<file path="src/rtl/chnl_rx_dispatch_if.sv">
// ---------------------------------------------------------------------------
// chnl_rx_dispatch_if
// Stream bundle between the upstream channel receiver, the dispatcher and
// its sinks.
//   i_val / i_rdy / i_data : upstream word handshake (header + payload words)
//   o_val / o_rdy          : per-sink valid / ready, one bit per sink
//   o_data / o_last        : payload word shared by all sinks, end-of-packet
// Modports:
//   slave  : dispatcher side
//   master : environment side (upstream source and sinks)
// ---------------------------------------------------------------------------
interface chnl_rx_dispatch_if #(
   parameter int WIDTH  = 32,
   parameter int N_DEST = 4
);
   logic              i_val;
   logic              i_rdy;
   logic [WIDTH-1:0]  i_data;
   logic [N_DEST-1:0] o_val;
   logic [N_DEST-1:0] o_rdy;
   logic [WIDTH-1:0]  o_data;
   logic              o_last;

   modport slave (
      input  i_val, i_data, o_rdy,
      output i_rdy, o_val, o_data, o_last
   );

   modport master (
      output i_val, i_data, o_rdy,
      input  i_rdy, o_val, o_data, o_last
   );
endinterface

</file>
<file path="src/rtl/chnl_rx_dispatch.sv">
// ---------------------------------------------------------------------------
// chnl_rx_dispatch
// Splits an upstream word stream into packets (one header word followed by
// L payload words) and forwards each payload word to the sink selected in
// the header. Packets addressed to a non-existent sink are consumed and
// discarded. Payload forwarding is a zero-cycle combinational pass-through.
//   Header: dest = i_data[31:24], L = i_data[23:0]; bits above 31 ignored.
// Ports:
//   clk      : clock, rising edge
//   rst_n    : asynchronous active-low reset
//   bus      : chnl_rx_dispatch_if.slave (upstream handshake + sink ports)
//   busy     : high while a packet payload is being forwarded or dropped
//   drop_cnt : number of dropped packets (saturating)
// Build option:
//   CHNL_RX_DISPATCH_DROP_CNT_EN : builds the drop counter; otherwise
//                                  drop_cnt is tied to zero.
//
// state     | meaning
// ----------+-------------------------------------------------------------
// S_HEADER  | waiting for a header word; header is consumed, not forwarded
// S_FORWARD | passing payload words through to sink dest_q
// S_DROP    | consuming and discarding payload of an unroutable packet
// ---------------------------------------------------------------------------
module chnl_rx_dispatch #(
   parameter int WIDTH  = 32,
   parameter int N_DEST = 4
) (
   input  logic                     clk,
   input  logic                     rst_n,
   chnl_rx_dispatch_if.slave        bus,
   output logic                     busy,
   output logic [15:0]              drop_cnt
);

   typedef enum logic [1:0] {
      S_HEADER  = 2'd0,
      S_FORWARD = 2'd1,
      S_DROP    = 2'd2
   } state_t;

   state_t            state;
   state_t            state_nxt;
   logic [23:0]       cnt_left;
   logic [7:0]        dest_q;

   logic [7:0]        hdr_dest;
   logic [23:0]       hdr_len;
   logic              hdr_len_zero;
   logic              hdr_dest_ok;
   logic              accept;
   logic              cnt_last;
   logic              hdr_accept;
   logic [N_DEST-1:0] rdy_shift;
   logic              rdy_sel;

   assign hdr_dest     = bus.i_data[31:24];
   assign hdr_len      = bus.i_data[23:0];
   assign hdr_len_zero = (hdr_len == 24'd0);
   // 9-bit compare so that N_DEST = 256 accepts every 8-bit dest
   assign hdr_dest_ok  = ({1'b0, hdr_dest} < 9'(N_DEST));
   assign accept       = bus.i_val & bus.i_rdy;
   assign hdr_accept   = (state == S_HEADER) & accept;
   assign cnt_last     = (cnt_left == 24'd1);

   // shift instead of indexing so dest_q width need not match log2(N_DEST)
   assign rdy_shift    = bus.o_rdy >> dest_q;
   assign rdy_sel      = rdy_shift[0];

   always_ff @(posedge clk or negedge rst_n) begin
      if (!rst_n) begin
         state <= S_HEADER;
      end else begin
         state <= state_nxt;
      end
   end

   always_comb begin
      state_nxt = state;
      case (state)
         S_HEADER: begin
            if (accept && !hdr_len_zero) begin
               state_nxt = hdr_dest_ok ? S_FORWARD : S_DROP;
            end
         end
         S_FORWARD, S_DROP: begin
            if (accept && cnt_last) begin
               state_nxt = S_HEADER;
            end
         end
         default: state_nxt = S_HEADER;
      endcase
   end

   always_comb begin
      bus.i_rdy  = 1'b1;
      bus.o_val  = '0;
      bus.o_data = bus.i_data;
      bus.o_last = 1'b0;
      busy       = 1'b0;
      case (state)
         S_FORWARD: begin
            // i_rdy follows only the selected sink ready, never i_val
            bus.i_rdy  = rdy_sel;
            bus.o_val  = N_DEST'(bus.i_val) << dest_q;
            bus.o_last = cnt_last;
            busy       = 1'b1;
         end
         S_DROP: begin
            busy       = 1'b1;
         end
         default: ;
      endcase
   end

   always_ff @(posedge clk or negedge rst_n) begin
      if (!rst_n) begin
         cnt_left <= 24'd0;
         dest_q   <= 8'd0;
      end else if (hdr_accept) begin
         cnt_left <= hdr_len;
         dest_q   <= hdr_dest;
      end else if (accept && (state != S_HEADER)) begin
         cnt_left <= cnt_left - 24'd1;
      end
   end

`ifdef CHNL_RX_DISPATCH_DROP_CNT_EN
   logic [15:0] drop_cnt_q;

   always_ff @(posedge clk or negedge rst_n) begin
      if (!rst_n) begin
         drop_cnt_q <= 16'd0;
      end else if (hdr_accept && !hdr_len_zero && !hdr_dest_ok &&
                   (drop_cnt_q != 16'hFFFF)) begin
         drop_cnt_q <= drop_cnt_q + 16'd1;
      end
   end

   assign drop_cnt = drop_cnt_q;
`else
   assign drop_cnt = 16'd0;
`endif

endmodule

</file>
<file path="src/flat_wrapper.sv">
// flat-port wrapper written by rule: the top's interface ports become plain ports
module chnl_rx_dispatch_flat 
#(
   parameter int WIDTH  = 32,
   parameter int N_DEST = 4
)
  (clk, rst_n, busy, drop_cnt, bus_i_val, bus_i_data, bus_o_rdy, bus_i_rdy, bus_o_val, bus_o_data, bus_o_last);
  chnl_rx_dispatch_if #(.WIDTH(WIDTH), .N_DEST(N_DEST)) bus_i ();
  input  logic clk;
  input  logic rst_n;
  output logic busy;
  output logic [15:0] drop_cnt;
  input wire logic [$bits(bus_i.i_val)-1:0] bus_i_val;
  input wire logic [$bits(bus_i.i_data)-1:0] bus_i_data;
  input wire logic [$bits(bus_i.o_rdy)-1:0] bus_o_rdy;
  output wire logic [$bits(bus_i.i_rdy)-1:0] bus_i_rdy;
  output wire logic [$bits(bus_i.o_val)-1:0] bus_o_val;
  output wire logic [$bits(bus_i.o_data)-1:0] bus_o_data;
  output wire logic [$bits(bus_i.o_last)-1:0] bus_o_last;
  assign bus_i.i_val = bus_i_val;
  assign bus_i.i_data = bus_i_data;
  assign bus_i.o_rdy = bus_o_rdy;
  assign bus_i_rdy = bus_i.i_rdy;
  assign bus_o_val = bus_i.o_val;
  assign bus_o_data = bus_i.o_data;
  assign bus_o_last = bus_i.o_last;
  chnl_rx_dispatch #(.WIDTH(WIDTH), .N_DEST(N_DEST)) u_core (.clk(clk), .rst_n(rst_n), .bus(bus_i), .busy(busy), .drop_cnt(drop_cnt));
endmodule
</file>
<file path="config.mk">
export PLATFORM = sky130hd
export DESIGN_NAME = chnl_rx_dispatch_flat
export DESIGN_NICKNAME = d
export VERILOG_FILES = /design/src/rtl/chnl_rx_dispatch_if.sv /design/src/rtl/chnl_rx_dispatch.sv /design/src/flat_wrapper.sv
export SDC_FILE = /design/constraint.sdc
export NUM_CORES = 1
export LEC_CHECK = 0
export ABC_CLOCK_PERIOD_IN_PS = 2800
export BUFFER_PORTS_ARGS = -buffer_cell sky130_fd_sc_hd__buf_2
export CELL_PAD_IN_SITES_DETAIL_PLACEMENT = 1
export CELL_PAD_IN_SITES_GLOBAL_PLACEMENT = 2
export CORE_MARGIN = 2
export CORE_UTILIZATION = 28
export DETAILED_ROUTE_END_ITERATION = 7
export GPL_TIMING_DRIVEN = 0
export PLACE_DENSITY_LB_ADDON = 0.1
export SYNTH_ARGS = -nofsm -noshare
export SYNTH_HDL_FRONTEND = slang
export SYNTH_SLANG_ARGS = --single-unit
</file>
<file path="constraint.sdc">
create_clock -name clk -period 2.8 [get_ports clk]
set_input_delay 0.56 -clock clk [delete_from_list [all_inputs] [get_ports clk]]
set_output_delay 0.56 -clock clk [all_outputs]
set_load 0.01 [all_outputs]
</file>
## Word level (Yosys, flattened, before mapping)

Index checks and enable logic that the tools add are counted.

- Output and inout port bits: 55
- Input bits: 39
- Word-level logic and storage cells: 34
- Bits in registers: 34

- Eq/ne operators: 5
- Reductions and logical operators: 10
- Bitwise logic cells: 2
- Multiplexer cells: 10
- Add/subtract/negate cells: 1
- Shifts and indexed selects: 2
- Magnitude comparators: 1

Operator list:

| operator | count |
|---|---|
| two-way mux 24 bit | 2 |
| equality test 24 x 1 -> 1 bit (second input constant) | 1 |
| zero test 24 bit | 1 |
| subtractor 24 x 1 -> 24 bit (second input constant) | 1 |
| < comparator 8 x 3 -> 1 bit (second input constant) | 1 |
| left shift 1 x 8 -> 4 bit | 1 |
| >> shifter 4 x 8 -> 1 bit | 1 |
| two-way mux 2 bit | 3 |
| two-way mux 4 bit | 1 |
| one-hot mux 2 bit (2 select lines) | 1 |
| nonzero test 2 bit | 2 |
| logical AND 1 bit | 3 |
| two-way mux 1 bit | 3 |
| bitwise AND 1 bit | 2 |
| equality test 2 x 1 -> 1 bit (second input constant) | 1 |
| equality test 2 bit (second input constant) | 1 |
| zero test 2 bit | 1 |
| != test 2 x 1 -> 1 bit (second input constant) | 1 |
| != test 2 bit (second input constant) | 1 |
| AND reduction 2 bit | 1 |
| OR reduction 2 bit | 1 |
| zero test 1 bit | 1 |

## Depth between registers and ports, before layout

- Depth after elaboration: 6
- Depth in mapped cells: 8
- Gate-level depth less buffers: 7

## Least setup slack after synthesis

Ideal clock, no wire load.

- Kind: register to output
- Start point: reg u_core.cnt_left[18]
- End point: out bus_o_last
- Stages on the path, launching flop included: 5
- Required time: 2.240 ns
- Path buffers: 0
- Path slack: 0.509 ns
- Data arrival time: 1.731 ns
- Cell sequence: dfrtp_1 -> or4_4 -> or2_4 -> or3_1 -> nor2_1

- Longest elaborated chain between the ends: 2

RTL lines:

| what | RTL line | RTL |
|---|---|---|
| start: declaration | chnl_rx_dispatch.sv:43 | `logic [23:0] cnt_left;` |
| start signal: assignment | chnl_rx_dispatch.sv:120 | `cnt_left <= hdr_len;` |
| start signal: assignment | chnl_rx_dispatch.sv:123 | `cnt_left <= cnt_left - 24'd1;` |
| equality test 24 x 1 -> 1 bit | chnl_rx_dispatch.sv:63 | `assign cnt_last = (cnt_left == 24'd1);` |
| two-way mux 1 bit | chnl_rx_dispatch.sv:100 | `case (state)` |
| end: declaration | flat_wrapper.sv:19 | `output wire logic [$bits(bus_i.o_last)-1:0] bus_o_last;` |

No other way between the ends.

## Worst setup path after layout

- Start point: reg u_core.cnt_left[19]
- End point: out bus_o_last

The elaborated chain is that of the path after synthesis.

==> results.tsv <==
stage	metric	value	unit
power	peakVddDrop	260	uV
die	die_w	99.5	um
synth	syn_inst	300	
die	initial_core_util	29.1	%
worst_setup_path	crit_arrival	2.15	ns
synth	ys.warnings.count	0	
finish	nets	445	
drt	wirelength	8810	um
cts	root_buffer	clkbuf_8	
die	die_area	0.00990	mm2
finish	areaGrowthSynthToFinish	28.3	%
hold_path	hold_path.class	in2async	
die	die_height	99.5	um
drt	vias	2595	
synth	synth_compound_area_share	20.7	%
worst_setup_path	setup.worst_path.start_class	register	
synth	synth_flop_cell	dfrtp_1	
synth	synth_area_per_cell	8.51	um2
synth	synth_cell_types	49	
timing	max_clock_freq	0.368	GHz
cts	htree_levels	2	
synth	yosys.area_share.adder	1.96	%
timing	period_share	96.9	%
timing	tns	0	ns
status	status	complete, no violations	
place	dpl.cell_count	500	
finish	utilization	37.4	%
worst_setup_path	path_max_fanout	4	
place	place_area	0.00313	mm2
global_routing	grt_max_degree	35	
global_routing	grt_first_pass_wirelength	14200	um
place	dp_hpwl	6580	um
synth	synth_xor_area_share	0	%
finish	fillers	1071	
synth	synthSimpleGateAreaFrac	22.1	%
global_routing	antenna_found_initial	0	
finish	diodes	0	
timing	hold_violations	0	
die	coreArea	0.00876	mm2
drt	routedWlPerCell	17.3	um
finish	layout.cells.non_filler	510	
synth	synth_top_family_by_area	simple AND/OR/NAND/NOR gates	
cts	cts_sinks	34	
global_routing	gr-usage-all-layers	18.3	%
timing	slew_headroom	41.8	%
worst_setup_path	cp-end-kind	output port	
finish	drive_gt1_share	39.1	%
timing	setup_violations	0	
drt	detailedRoute.firstIterationViolations	75	
drt	drt-pass1-iter-count	4	
synth	syn_area	0.00255	mm2
power	p_per_area	809	mW/mm2
timing	period_needed	2.71	ns
synth	synth-seq-cells	34	
timing	drv_slew	0	
cts	cts-buffers-inserted	5	
global_routing	grt_pass1_vias	2607	
synth	synth-edff-count	0	
timing	grt_setup_unrepaired	no	
synth	synthArstFlopShare	100	%
synth	muxShareOfSynthArea	4.41	%
worst_setup_path	crit_required	2.24	ns
worst_setup_path	critPathKind	reg2out	
cts	clk_pin_slew	0.07	ns
global_routing	grt.overflow.total	0	
drt	detail-route-antenna-nets	0	
cts	insertion_delay	0.29	ns
power	leakage	1.50	nW
place	port_buffers	77	
synth	yosysSeqAreaShare	33.3	%
die	io_pins	94	
die	rows	34	
finish	stdcell_area	0.00328	mm2
run	drv_cap	0	
cts	clk_path_buf_depth	2	
worst_setup_path	startpoint	u_core.cnt_left[19]	
cts	cts_tree	done	
timing	worst_pin_slew	0.872	ns
worst_setup_path	r2r_start	u_core.dest_q[6]	
drt	route.detailed.drc	0	
timing	fin_skew	0.00436	ns
timing	timing.hold.ws	0.380	ns
place	gp_congestion	0.813	
drt	vias_per_cell	5.09	
==> critical path, stage by stage, from the launching register on <==
cell and delay (ns):
dfrtp_1 0.42, or4_4 0.55, or2_4 0.26, or3_4 0.38
nor2_2 0.11, buf_2 0.13
==> synthesized netlist by cell type, types with 2 or more instances <==
cell type / instances / area, um2
nand4_1: 3 / 18.8
mux2_2: 8 / 90.1
inv_1: 9 / 33.8
o22ai_1: 3 / 18.8
nor2_1: 22 / 82.6
a21o_1: 3 / 22.5
nand2_1: 17 / 63.8
nor3b_1: 2 / 15.0
nand3_1: 7 / 35.0
nor3_1: 16 / 80.1
dfrtp_1: 34 / 851
a21oi_1: 10 / 50.1
buf_4: 48 / 360
or3_1: 3 / 18.8
and3_1: 3 / 18.8
o21ai_0: 21 / 105
clkbuf_1: 11 / 41.3
a22oi_1: 8 / 60.1
nor4_1: 20 / 125
o2bb2ai_1: 15 / 131
ha_1: 4 / 50.1
a22o_1: 4 / 35.0
nor4b_1: 3 / 26.3
==> cell families (layout without fill, tap and decap cells) <==
| kind of cell | after synthesis | in the layout |
|---|---|---|
| DFF | 34 | 34 |
| AOI/OAI and AO/OA | 76 | 76 |
| and+or+nand+nor | 106 | 106 |
| muxes | 9 | 9 |
| buffers and inverters | 70 | 157 |
| other | 1 | 16 |
| adders and majority gates | 4 | 4 |
==> final timing paths <==
| path | to | slack, ns | cells past startpoint |
|---|---|---|---|
| min in group clk | u_core.dest_q[0] | 0.51 | 2 |
| max | bus_o_last | 0.09 | 5 |
| max in group asynchronous | u_core.state[1] | 1.87 | 1 |
| min reg2reg | u_core.dest_q[4] | 0.51 | 1 |
| min | u_core.cnt_left[8] | 0.38 | 1 |
| max reg2reg | u_core.cnt_left[17] | 0.31 | 6 |
==> registers in the layout, summed over array words and instances (netlist names) <==
signal           count
u_core.state         2
u_core.cnt_left     24
u_core.dest_q        8
==> area by class of cell <==
type | instances | area [um2] | area share [%]
timing repair buffer | 80 | 408 | 12.4
sequential | 34 | 851 | 26.0
multi-input combinational | 211 | 1360 | 41.5
clock buffer | 5 | 68.8 | 2.10
buffer | 61 | 410 | 12.5
tap | 108 | 135 | 4.12
clock inverter | 2 | 10.0 | 0.305
inverter | 9 | 33.8 | 1.03
==> per-layer routing <==
metal / GRT usage [%] / vias up / part of all wire, %
li1: - / 1257 / -
met1: 24.7 / 1261 / 45
met2: 31.1 / 68 / 48
met3: 2.81 / 9 / 5.2
met4: 3.58 / 0 / 1.0
met5: 0 / - / 0
==> through the flow <==
step	power [W]	worst slack [ns]
floorplan	0.00177	0.509
global placement	0.00217	0.178
detailed placement	0.00220	0.167
CTS	0.00259	0.00224
global route	0.00285	0.00816
finish	0.00265	0.0854
==> cells in the final DEF, fill, tap and decap left out, types with 2 or more instances in the layout <==
master	instances
mux2_2	8
or3_1	2
conb_1	16
nor2_1	21
nand3_1	7
nor4b_1	3
o22ai_1	3
dfrtp_1	34
o21ai_0	21
nor3_1	15
nand2_1	17
buf_4	51
buf_2	78
clkinv_2	2
a22oi_1	8
inv_1	9
nand4_1	3
clkbuf_8	5
a21o_1	3
a22o_1	4
o2bb2ai_1	15
clkbuf_1	11
and3_1	3
ha_1	4
a21oi_1	10
nor4_1	18
==> report_power, final <==
group	internal (W)	switching, W	total, W	leakage, nW
logic	0.000547	0.000724	0.00127	1.04
registers	0.000719	0.000294	0.00101	0.413
clock network	0.000167	0.000199	0.000366	0.0438
==> what timing repair did <==
item,in CTS,in global routing
resized for setup,2,6
setup buffers,0,3
hold buffers,0,0
endpoints found under the setup margin,1,3
pin swaps,0,2
No activity file was read; power rests on OpenSTA's default activity.
